**config.mk**
```make
export PLATFORM = sky130hd
export DESIGN_NAME = pheap_dispatch_flat
export DESIGN_NICKNAME = d
export VERILOG_FILES = /design/src/rtl/pheap_dispatch_if.sv /design/src/rtl/pheap_dispatch.sv /design/src/flat_wrapper.sv
export SDC_FILE = /design/constraint.sdc
export NUM_CORES = 1
export LEC_CHECK = 0
export BUFFER_PORTS_ARGS = -buffer_cell sky130_fd_sc_hd__buf_2
export CORE_MARGIN = 1.5
export CORE_UTILIZATION = 45
export DETAILED_ROUTE_END_ITERATION = 8
export GPL_TIMING_DRIVEN = 0
export HOLD_SLACK_MARGIN = 0.02
export PLACE_DENSITY = 0.88
export SYNTH_ARGS = -nofsm -noshare
export SYNTH_HDL_FRONTEND = slang
export SYNTH_SLANG_ARGS = --single-unit
```
**constraint.sdc**
```tcl
create_clock -name clk -period 2.97 [get_ports clk]
set_input_delay 0.4455 -clock clk [delete_from_list [all_inputs] [get_ports clk]]
set_output_delay 0.4455 -clock clk [all_outputs]
set_load 0.1 [all_outputs]
```
**src/rtl/pheap_dispatch_if.sv**
```systemverilog
// Producer and consumer valid/ready handshakes of the heap dispatch front end.
// The slave modport is the dispatcher; the master modport is the producer/consumer side.
interface pheap_dispatch_if #(
  parameter int WIDTH = 32
);
  logic             in_valid;
  logic [WIDTH-1:0] in_data;
  logic             in_ready;
  logic             out_valid;
  logic [WIDTH-1:0] out_data;
  logic             out_ready;

  modport master (
    output in_valid, in_data, out_ready,
    input  in_ready, out_valid, out_data
  );

  modport slave (
    input  in_valid, in_data, out_ready,
    output in_ready, out_valid, out_data
  );
endinterface

```
**src/rtl/pheap_dispatch.sv**
```systemverilog
// Front end of the pipelined min-heap: arbitrates enq/deq, enforces the heap settle gap,
// and dispatches the minimum event only while its timestamp is inside the window.
module pheap_dispatch #(
  parameter int WIDTH   = 32,
  parameter int CMP_WID = 32,
  parameter int DEPTH   = 6,
  parameter int GAP     = 1
) (
  input  logic               clk,
  input  logic               rst,
  pheap_dispatch_if.slave    io,
  input  logic [CMP_WID-1:0] win_end,
  output logic               heap_enq,
  output logic               heap_deq,
  output logic [WIDTH-1:0]   heap_data,
  input  logic [WIDTH-1:0]   heap_q,
  input  logic               heap_full,
  input  logic               heap_empty,
  input  logic [DEPTH-1:0]   heap_cnt,
  output logic [15:0]        blk_cnt
);

  logic [1:0]       cool_reg, cool_next;
  logic             pref_reg, pref_next;
  logic             out_valid_reg, out_valid_next;
  logic [WIDTH-1:0] out_data_reg, out_data_next;
  logic [15:0]      blk_cnt_reg, blk_cnt_next;

  logic slot_ok, out_free, win_ok;
  logic deq_ok, enq_ok, in_ready_int;
  logic enq_fire, deq_fire, blocked;

  // Element count is informational only; nothing in the control path relies on it.
  logic unused_heap_cnt;
  assign unused_heap_cnt = ^heap_cnt;

  always_comb begin
    slot_ok      = (cool_reg == 2'd0);
    out_free     = ~out_valid_reg | io.out_ready;
    win_ok       = (heap_q[CMP_WID-1:0] <= win_end);
    // Reset gating keeps every strobe low while rst is held.
    deq_ok       = ~rst & slot_ok & ~heap_empty & out_free & win_ok;
    enq_ok       = ~rst & slot_ok & ~heap_full;
    in_ready_int = enq_ok & ~(deq_ok & ~pref_reg);
    enq_fire     = io.in_valid & in_ready_int;
    deq_fire     = deq_ok & ~enq_fire;
    blocked      = slot_ok & ~heap_empty & out_free & ~win_ok;
  end

  always_comb begin
    cool_next      = cool_reg;
    pref_next      = pref_reg;
    out_valid_next = out_valid_reg;
    out_data_next  = out_data_reg;
    blk_cnt_next   = blk_cnt_reg;

    if (enq_fire | deq_fire) begin
      cool_next = 2'(GAP);
    end else if (cool_reg != 2'd0) begin
      cool_next = cool_reg - 2'd1;
    end

    // Contention hands priority to whichever side lost this round.
    if (deq_ok & enq_ok & io.in_valid) begin
      pref_next = ~pref_reg;
    end

    if (deq_fire) begin
      out_valid_next = 1'b1;
      out_data_next  = heap_q;
    end else if (out_valid_reg & io.out_ready) begin
      out_valid_next = 1'b0;
    end

    if (blocked && (blk_cnt_reg != 16'hFFFF)) begin
      blk_cnt_next = blk_cnt_reg + 16'd1;
    end
  end

  always_ff @(posedge clk) begin
    if (rst) begin
      cool_reg      <= 2'd0;
      pref_reg      <= 1'b0;
      out_valid_reg <= 1'b0;
      out_data_reg  <= '0;
      blk_cnt_reg   <= 16'd0;
    end else begin
      cool_reg      <= cool_next;
      pref_reg      <= pref_next;
      out_valid_reg <= out_valid_next;
      out_data_reg  <= out_data_next;
      blk_cnt_reg   <= blk_cnt_next;
    end
  end

  assign io.in_ready  = in_ready_int;
  assign io.out_valid = out_valid_reg;
  assign io.out_data  = out_data_reg;
  assign heap_enq     = enq_fire;
  assign heap_deq     = deq_fire;
  assign heap_data    = io.in_data;
  assign blk_cnt      = blk_cnt_reg;

endmodule
```
**src/flat_wrapper.sv**
```systemverilog
// flat-port wrapper written by rule: the top's interface ports become plain ports
module pheap_dispatch_flat 
#(
  parameter int WIDTH   = 32,
  parameter int CMP_WID = 32,
  parameter int DEPTH   = 6,
  parameter int GAP     = 1
)
  (clk, rst, win_end, heap_enq, heap_deq, heap_data, heap_q, heap_full, heap_empty, heap_cnt, blk_cnt, io_in_valid, io_in_data, io_out_ready, io_in_ready, io_out_valid, io_out_data);
  pheap_dispatch_if #(.WIDTH(WIDTH)) io_i ();
  input  logic clk;
  input  logic rst;
  input  logic [CMP_WID-1:0] win_end;
  output logic heap_enq;
  output logic heap_deq;
  output logic [WIDTH-1:0] heap_data;
  input  logic [WIDTH-1:0] heap_q;
  input  logic heap_full;
  input  logic heap_empty;
  input  logic [DEPTH-1:0] heap_cnt;
  output logic [15:0] blk_cnt;
  input wire logic [$bits(io_i.in_valid)-1:0] io_in_valid;
  input wire logic [$bits(io_i.in_data)-1:0] io_in_data;
  input wire logic [$bits(io_i.out_ready)-1:0] io_out_ready;
  output wire logic [$bits(io_i.in_ready)-1:0] io_in_ready;
  output wire logic [$bits(io_i.out_valid)-1:0] io_out_valid;
  output wire logic [$bits(io_i.out_data)-1:0] io_out_data;
  assign io_i.in_valid = io_in_valid;
  assign io_i.in_data = io_in_data;
  assign io_i.out_ready = io_out_ready;
  assign io_in_ready = io_i.in_ready;
  assign io_out_valid = io_i.out_valid;
  assign io_out_data = io_i.out_data;
  pheap_dispatch #(.WIDTH(WIDTH), .CMP_WID(CMP_WID), .DEPTH(DEPTH), .GAP(GAP)) u_core (.clk(clk), .rst(rst), .io(io_i), .win_end(win_end), .heap_enq(heap_enq), .heap_deq(heap_deq), .heap_data(heap_data), .heap_q(heap_q), .heap_full(heap_full), .heap_empty(heap_empty), .heap_cnt(heap_cnt), .blk_cnt(blk_cnt));
endmodule
```
==> metrics.txt, run 1 <==
later-pin clock latency in the skew report 0.31 ns; flops & latches, synth 52; Crit-path slowest cell a221o_1; vias in the first global route 3461; synth unique cells 44; hold path startpoint heap_q[25]; overall routing resource usage 23.0%; Final ANT Viol Nets 0; chip height 91.1 um; Reg2Reg Depth 9; GP Congestion ~0.82; status finished with violations; I/O Pins 192; Post-DP Area roughly 4500 um^2; drt pass-1 iters 4; total CTS buffers 5; worst slew pin tran about 0.6 ns; final slew viol count 0; Net Sw Power 1130 uW; share of layout cells above drive strength 1 approximately half; sw frac 46.3%; synth top area cells dfxtp_1 30%, ha_1 12%, mux2_4 12%; post-layout minimum cycle time 2.99 ns; Worst Path Arrival 2.55 ns; failing checks setup timing; core footprint 7370 um^2; Setup CP Type in -> out; max capacitance violation total 0; Syn Inst Count 375; critical path capture point type output port; die area slightly above 8000 um^2; clk sink count 52; most frequent CP cell buf_4; Critical Path RT 2.52 ns; sequential element share of the synthesized area 29.8%; Setup Skew 0.0102 ns; clock root buffer clkbuf_8; area grow syn2layout 42.6%; WL per Instance 15.0 um; worst path cell trace buf_4, ha_4, nand4_1, buf_4, nor4_4, nand3_1, buf_4, a221o_1, nor2_4, nor4b_4, buf_6; FF-to-FF End u_core.blk_cnt[1]; post-synth net total ~520; H-tree Lvls 2; IO Port Bufs 153; Yosys top cell area share 29.8%; Syn Area/Cell around 9.3 um^2; DR vias/cell 5.15; RR Startpoint u_core.blk_cnt[3]; Rel. slew slack roughly 60%; max FFs per register 32; YS warnings 0; Int Pwr 1310 uW; Max clock buf depth 2; Synth area leader dfxtp_1; hold path depth 2; maximum fanout along the worst path 3; final hold vios 0; R2R setup slack 0.61 ns; wire length of the first global-routing pass roughly 16000 um; CTS tree done; VDD IR max about 0.00031 V; Comb power frac 49.6%; Final setup viols 1; pre-CTS setup slack -0.530 ns; final instance area ~5000 um^2; RSZ-0062 raised after global routing true; via count 3341; hold path endpoint u_core.io.out_data[25]; FMAX between 300 and 400 MHz; EDFF count, synth 0; worst setup margin -0.0214 ns; detailed placer's ending HPWL 7370 um; routed wire length ~10000 um; Post-route DRC 0; # nets final 691; Clock power frac 18.1%; area of the multi-input gates 2240 um^2; sequential power share 32.3%; Cell Area, Synth ~3500 um^2; # rows 31; P_leak 0.00250 uW; CP peak stage delay 0.40 ns; die span in x 91.1 um; FILL cells 601; Starting Density around 47%; Most used DFF post-synth dfxtp_1; global route overflow 0; ANT cells 0; post-route clock period utilization 101%; CP Launch Type input pin; Worst-path clk slew 0.10 ns; Storage cell area 1040 um^2; initial drt markers 88; initial antenna violation count 0; HP Class in -> reg; P per Cell Area a little under 500 nW/um^2; largest net degree at the start of global routing 16; Post-synth ARST share 0%
## kinds of logic after synthesis
group	count (synthesis)	synth area share, %
compound gates	57	11.5
xor+xnor	3	0.752
fa+ha+maj	34	12.2
buf+inv	81	13.2
flops	52	29.8
mux	35	14.1
simple gates	113	18.5
## power by group through the flow
stage | sequential, uW | clock (uW) | combinational [uW]
after global routing | 795 | 481 | 1270
after global placement | 799 | 0 | 1100
after CTS | 787 | 446 | 1180
after detailed placement | 802 | 0 | 1120
final | 787 | 441 | 1210
after floorplan | 1170 | 0 | 553
## area by class of cell
| type | instances | area share (%) |
|---|---|---|
| Tap cell | 99 | 2.49 |
| Sequential cell | 52 | 20.9 |
| Multi-Input combinational cell | 242 | 44.9 |
| Clock buffer | 7 | 1.73 |
| Clock inverter | 1 | 0.151 |
| Timing Repair Buffer | 167 | 20.2 |
| Buffer | 42 | 6.50 |
| Inverter | 39 | 3.11 |
## metrics by stage
step | hold slack, ns | utilization (%) | TNS (ns) | std cells | total power [uW]
2_1_floorplan | 0.482 | - | -0.310 | 375 | 1720
3_3_place_gp | 0.448 | 60.6 | -1.18 | 627 | 1900
3_5_place_dp | 0.463 | 60.6 | -2.13 | 627 | 1920
4_1_cts | 0.366 | 65.5 | -0.0128 | 645 | 2410
5_1_grt | 0.360 | 67.6 | -0.319 | 649 | 2550
6_report | 0.369 | 67.6 | -0.0214 | 649 | 2440
## how the worst max path moves through the flow
stage / cells past startpoint / from / end / slack, ns
finish: 11 / heap_q[23] / io_in_ready / -0.02
global route: 11 / heap_q[18] / io_in_ready / -0.12
CTS: 12 / win_end[18] / io_in_ready / -0.01
detailed placement: 12 / win_end[7] / heap_deq / -0.53
global placement: 12 / win_end[7] / heap_deq / -0.47
floorplan: 9 / win_end[23] / io_in_ready / -0.31
## worst max-delay path: cells and delay by family
family                   cells  cell delay (ns)
AO/OA/AOI/OAI                1             0.40
adder cells (fa/ha/maj)      1             0.27
buffers and inverters        4             0.68
AND/OR/NAND/NOR              5             0.74
## routing by layer
layer / vias up / routed length, um / track usage (%) / part of all wire, %
li1: 1625 / - / - / -
met1: 1577 / 3980 / 26.3 / 41
met2: 122 / 4960 / 42.1 / 51
met3: 17 / 584 / 5.03 / 6.0
met4: 0 / 220 / 7.68 / 2.3
met5: - / 0 / 0 / 0
## synth_stat cells, types with 2 or more instances
| master | number |
|---|---|
| dfxtp_1 | 52 |
| inv_1 | 39 |
| ha_1 | 34 |
| nor2b_1 | 33 |
| buf_4 | 32 |
| mux2_4 | 27 |
| a21oi_1 | 21 |
| nand2_1 | 16 |
| nor2_1 | 13 |
| nand4_1 | 11 |
| o21ai_0 | 11 |
| nand3_1 | 10 |
| mux2_2 | 6 |
| buf_6 | 5 |
| clkbuf_1 | 5 |
| nor4_1 | 5 |
| or4_1 | 5 |
| o211ai_1 | 4 |
| o21a_1 | 4 |
| o31a_1 | 4 |
| or3_1 | 4 |
| nand2b_1 | 3 |
| nor3_1 | 3 |
| o31ai_1 | 3 |
| xor2_1 | 3 |
| and3_1 | 2 |
| mux2i_1 | 2 |
| nand3b_1 | 2 |
## cell usage in the layout (no fill, tap or decap), types with 2 or more instances in the layout
cell type,instances
buf_4,48
nand3b_1,2
clkbuf_8,6
o21ai_0,10
mux2i_1,2
xor2_1,3
o31a_1,4
nand3_1,10
inv_2,10
buf_6,17
inv_1,26
nand2b_1,3
clkbuf_1,6
mux2_4,27
buf_2,134
inv_4,2
o211ai_1,4
buf_8,2
and3_1,2
mux2_2,6
ha_4,13
nor2_1,11
ha_1,21
o21a_1,4
nand2_1,16
dfxtp_1,52
a21oi_1,21
o31ai_1,3
nand4_1,11
nor4_1,4
nor2b_1,33
or4_1,5
buf_12,3
or3_1,4
clkinvlp_4,2
## timing repair
item / CTS / global route
hold endpoints to repair: 0 / 0
gates resized for setup: 35 / 29
pin swaps: 16 / 12
setup buffers: 10 / 4
hold buffers: 0 / 0
setup endpoints to repair: 3 / 3
No activity file was read; power rests on OpenSTA's default activity.
==> inputs of run 2 (changes only) <==
--- a/config.mk
+++ b/config.mk
@@ -6,10 +6,11 @@
 export NUM_CORES = 1
 export LEC_CHECK = 0
 export BUFFER_PORTS_ARGS = -buffer_cell sky130_fd_sc_hd__buf_2
+export CELL_PAD_IN_SITES_DETAIL_PLACEMENT = 1
+export CELL_PAD_IN_SITES_GLOBAL_PLACEMENT = 1
 export CORE_MARGIN = 1.5
-export CORE_UTILIZATION = 45
+export CORE_UTILIZATION = 32
 export DETAILED_ROUTE_END_ITERATION = 8
-export GPL_TIMING_DRIVEN = 0
 export HOLD_SLACK_MARGIN = 0.02
 export PLACE_DENSITY = 0.88
 export SYNTH_ARGS = -nofsm -noshare
==> run 2 against run 1 <==
Effect of this change: the run now ends clean; highest routed layer unchanged; register-to-register slack got worse by 0.23 ns; fmax is 0.83% higher; critical endpoint unchanged; combinational power fell by 21%; die area increased by 39%; design area down 10%; cell count fell by 4.5%.
==> metrics.txt, run 2 (synthesized netlist as in run 1, its figures left out) <==
status completed; Post-DP Area between 4000 and 5000 um^2; area of the multi-input gates 2130 um^2; met3 Track Usage GR 4.18%; post-layout minimum cycle time 2.97 ns; Setup CP Type in -> out; Comb power frac between 40% and 50%; # rows 37; # nets final roughly 630; sw frac 42.1%; CP Launch Type input pin; commonest non-fill, non-tap cell in the layout buf_2; worst hold margin 0.359 ns; Most Crowded Layer GR met2; clk sink count 52; die area between 10000 and 15000 um^2; chip height 107 um; final slew viol count 0; Final setup viols 0; DP Cell Count 610; Rel. slew slack between 50% and 60%; Int Pwr approximately 1300 uW; Total Power 2250 uW; detailed placer's ending HPWL around 8100 um; DR vias/cell 5.01; final hold vios 0; post-route clock period utilization ~100%; Storage cell area 1040 um^2; VDD IR max 0.000243 V; P per Cell Area ~500 nW/um^2; later-pin clock latency in the skew report between 0.3 and 0.4 ns; area grow syn2layout 28.1%; Post-route DRC 0; WL per Instance 16.4 um; routed wire length approximately 10000 um; wire length of the first global-routing pass between 15000 and 20000 um; final instance area 4480 um^2; Final ANT Viol Nets 0; worst slew pin tran 0.740 ns; overall routing resource usage 17.8%; largest net degree at the start of global routing 39; Critical Path RT ~2.5 ns; via count 3107; core footprint 10500 um^2; most frequent cells in the layout 110 x buf_2, 52 x dfxtp_1, 34 x inv_1; GP Congestion 0.775; FILL cells 1240; drt pass-1 iters 4; critical path capture point type output port; IO Port Bufs 121; max capacitance violation total 0; max FFs per register 32; maximum fanout along the worst path 4; Worst-path clk slew 0.10 ns; vias in the first global route 3367; met1 usage 18.9%; clock root buffer clkbuf_8; Starting Density approximately 33%; initial drt markers 54; die span in x 107 um; Worst Path Arrival 2.52 ns; ANT cells 0; Net Sw Power 945 uW; HP Class in -> reg; RSZ-0062 raised after global routing true; Setup Skew around 0.0087 ns; global route overflow 0; CTS tree done; P_leak 0.00221 uW; sequential power share between 30% and 40%; R2R setup slack 0.38 ns; Clock power frac 22.4%; worst setup margin 0.00322 ns; I/O Pins 192; pre-CTS setup slack -0.314 ns; Final Non-Filler Cells a little over 600; share of layout cells above drive strength 1 43.0%; initial antenna violation count 0; H-tree Lvls 2; total CTS buffers 5; FMAX 337 MHz; Max clock buf depth 2; met2 Usage GRT between 30% and 40%
-- run 2: cell types whose count changed in the layout (fill, tap and decap cells not counted), sizes merged --
| cell | delta |
|---|---|
| buf | -61 |
| bufinv | +1 |
| clkinv | +1 |
| clkbuf | -7 |
-- run 2: worst paths after layout --
kind	start	endpoint	depth (start not counted)
worst max register to register	u_core.blk_cnt[3]	u_core.blk_cnt[1]	8
worst min register to register	u_core.io.out_data[0]	u_core.io.out_data[0]	2
worst max-delay path	win_end[26]	io_in_ready	12
worst min-delay path	heap_q[26]	u_core.io.out_data[26]	2
-- run 2: per-stage QoR --
step                      setup TNS, ns  util [%]
after floorplan                  -0.310         -
after global placement           -0.805      40.3
after detailed placement          -1.99      40.3
after CTS                        -0.164      42.3
after global routing             -0.363      42.8
final                                 0      42.8
-- run 2: layout make-up --
class / instances / share of cell area [%]
inverters: 39 / 3.41
clock buffers: 5 / 1.54
well taps: 136 / 3.80
multi-input cells: 242 / 47.5
repair buffers: 143 / 19.5
clock inverters: 3 / 0.951
flip-flops and latches: 52 / 23.3
-- run 2: metal layers --
metal	share of wire, %	vias up
met1	39	1494
li1	-	1496
met3	6.1	27
met5	0	-
met2	53	90
met4	1.8	0
-- run 2: power groups by stage --
stage | clock [uW] | sequential [uW] | combinational [uW]
after CTS | 523 | 790 | 954
after global placement | 0 | 800 | 903
after global routing | 551 | 796 | 1010
after floorplan | 0 | 1170 | 553
final | 502 | 790 | 953
after detailed placement | 0 | 804 | 933
-- run 2: repair_timing --
item,in CTS,in global routing
endpoints found under the setup margin,3,5
pin swaps,11,7
hold buffers,0,0
gates resized for setup,23,6
buffers inserted,1,1
-- run 2: worst max-delay path, stage by stage --
cell,delay (ns)
buf_6,0.08
inv_4,0.03
ha_4,0.25
nand4_1,0.21
nor4_2,0.33
buf_4,0.18
nand3_4,0.06
and2_4,0.14
a221o_1,0.36
nor2_4,0.18
nor4b_4,0.06
buf_6,0.20
==> inputs of run 3 (changes only) <==
--- a/config.mk
+++ b/config.mk
@@ -11,6 +11,7 @@
 export CORE_MARGIN = 1.5
 export CORE_UTILIZATION = 32
 export DETAILED_ROUTE_END_ITERATION = 8
+export GPL_TIMING_DRIVEN = 0
 export HOLD_SLACK_MARGIN = 0.02
 export PLACE_DENSITY = 0.88
 export SYNTH_ARGS = -nofsm -noshare
==> run 3 against run 2 <==
Effect of this change: critical endpoint unchanged; sequential power hardly changed; cell count is 11% higher; first-iteration DRC count grew to 2.9 times the previous value; highest routed layer unchanged; worst hold slack better by 0.0047 ns; design area is 13% higher; clock power is 19% lower; the flow now finishes with violations (setup timing); core utilization is 5.4 points higher.
==> metrics.txt, run 3 (synthesized netlist as in run 1, its figures left out) <==
failing checks setup timing; clock root buffer clkbuf_8; Worst Path Arrival between 2 and 3 ns; met2 Usage GRT 35.9%; Setup CP Type in -> out; worst slew pin tran 0.632 ns; RR Startpoint u_core.blk_cnt[4]; H-tree Lvls 2; final hold vios 0; post-route clock period utilization 102%; status finished with violations; FMAX 329 MHz; Final ANT Viol Nets 0; hold path endpoint u_core.io.out_data[20]; maximum fanout along the worst path 3; die area ~12000 um^2; sw frac approximately 47%; I/O Pins ~190; RSZ-0062 raised after global routing true; die span in x 107 um; max FFs per register 32; Critical Path Start win_end[23]; worst hold margin 0.363 ns; Worst-path clk slew roughly 0.10 ns; Critical Path RT 2.52 ns; HP Class in -> reg; commonest non-fill, non-tap cell in the layout buf_2; worst setup margin -0.0698 ns; ANT cells 0; Setup Skew 0.00990 ns; VDD IR max ~0.00031 V; Max clock buf depth 2; drt pass-1 iters 4; wire length of the first global-routing pass 16900 um; Int Pwr approximately 1300 uW; Net Sw Power 1140 uW; vias in the first global route 3546; WL per Instance 17.1 um; # nets final 696; largest net degree at the start of global routing 15; total CTS buffers 5; share of layout cells above drive strength 1 51.3%; FF-to-FF End u_core.blk_cnt[1]; Rel. slew slack between 50% and 60%; Most Crowded Layer GR met2; CTS tree done; # rows 37; met1 usage roughly a fifth; clk sink count 52; Crit-path slowest cell a221o_1; CP peak stage delay 0.31 ns; Starting Density 33.4%; Final setup viols 2; Post-route DRC 0; core footprint 10500 um^2; hold path startpoint heap_q[20]; post-layout util 48.1%; max capacitance violation total 0; Clock power frac 16.7%; most frequent cells in the layout 134 x buf_2, 52 x dfxtp_1, 50 x buf_4; hold path depth 2; critical path capture point type output port; later-pin clock latency in the skew report 0.31 ns; R2R setup slack 0.43 ns; routed wire length between 10000 and 15000 um; detailed placer's ending HPWL 8750 um; initial antenna violation count 0; Reg2Reg Depth 9; sequential power share 32.5%; IO Port Bufs 153; WP buf/inv 4; hold-fix buffers at CTS 0; area grow syn2layout 44.2%; chip height 107 um; CP Launch Type input pin; post-layout minimum cycle time 3.04 ns; Comb power frac 50.9%; most frequent CP cell buf_6; P per Cell Area 484 nW/um^2; Crit path max-delay family simple AND/OR/NAND/NOR gates; DR vias/cell around 5.0; initial drt markers 155; met3 Track Usage GR 4.60%; global route overflow 0; final slew viol count 0; P_leak 0.00252 uW; overall routing resource usage 18.6%; via count 3422; worst path cell trace buf_6, inv_4, ha_4, nand4_1, buf_4, nor3_2, a22oi_1, o211ai_1, a221o_1, nor2_4, nor4b_4, buf_6; GP Congestion ~0.8
## run 3: cell count changes in the layout (fill, tap and decap cells not counted), sizes merged
| cell | change |
|---|---|
| buf | +66 |
| clkbuf | +6 |
| bufinv | -1 |
| clkinvlp | -1 |
## run 3: per-stage QoR
stage	instances	worst slack [ns]	setup TNS [ns]	power [uW]	instance area, um^2
after floorplan	375	-0.310	-0.310	1720	3580
after global placement	664	-0.466	-1.27	1910	4510
after detailed placement	664	-0.492	-1.37	1950	4510
after CTS	682	0.00208	0	2410	4870
after global routing	690	-0.263	-0.466	2540	5040
final	690	-0.0698	-0.109	2440	5040
## run 3: how the worst max path moves through the flow
stage,to,slack [ns],cells after the start
6_report,io_in_ready,-0.07,12
5_1_grt,io_in_ready,-0.26,12
4_1_cts,io_in_ready,0.002,12
3_3_place_gp,heap_deq,-0.47,12
2_1_floorplan,io_in_ready,-0.31,9
3_5_place_dp,heap_deq,-0.49,12
## run 3: power by group through the flow
| stage | logic [uW] | registers, uW | clock network [uW] |
|---|---|---|---|
| final | 1240 | 791 | 407 |
| after global routing | 1300 | 796 | 444 |
| after CTS | 1200 | 790 | 416 |
| after detailed placement | 1140 | 803 | 0 |
| after global placement | 1110 | 800 | 0 |
| after floorplan | 553 | 1170 | 0 |
## run 3: what timing repair did
item	in CTS	in global routing
resized for setup	36	26
pin swaps	14	20
setup endpoints to repair	3	3
setup buffers	11	8
## run 3: final cells by class
class / count / area [um^2]
fillers: 1231 / 5430
multi-input cells: 242 / 2220
repair buffers: 172 / 1050
flip-flops and latches: 52 / 1040
plain buffers: 42 / 324
well taps: 136 / 170
inverters: 39 / 153
clock buffers: 6 / 72.6
clock inverters: 1 / 5.00
## run 3: per-layer routing
metal / share of wire [%] / vias up
met5: 0 / -
met4: 1.1 / 0
met3: 7.2 / 11
met2: 54 / 132
met1: 38 / 1645
li1: - / 1634
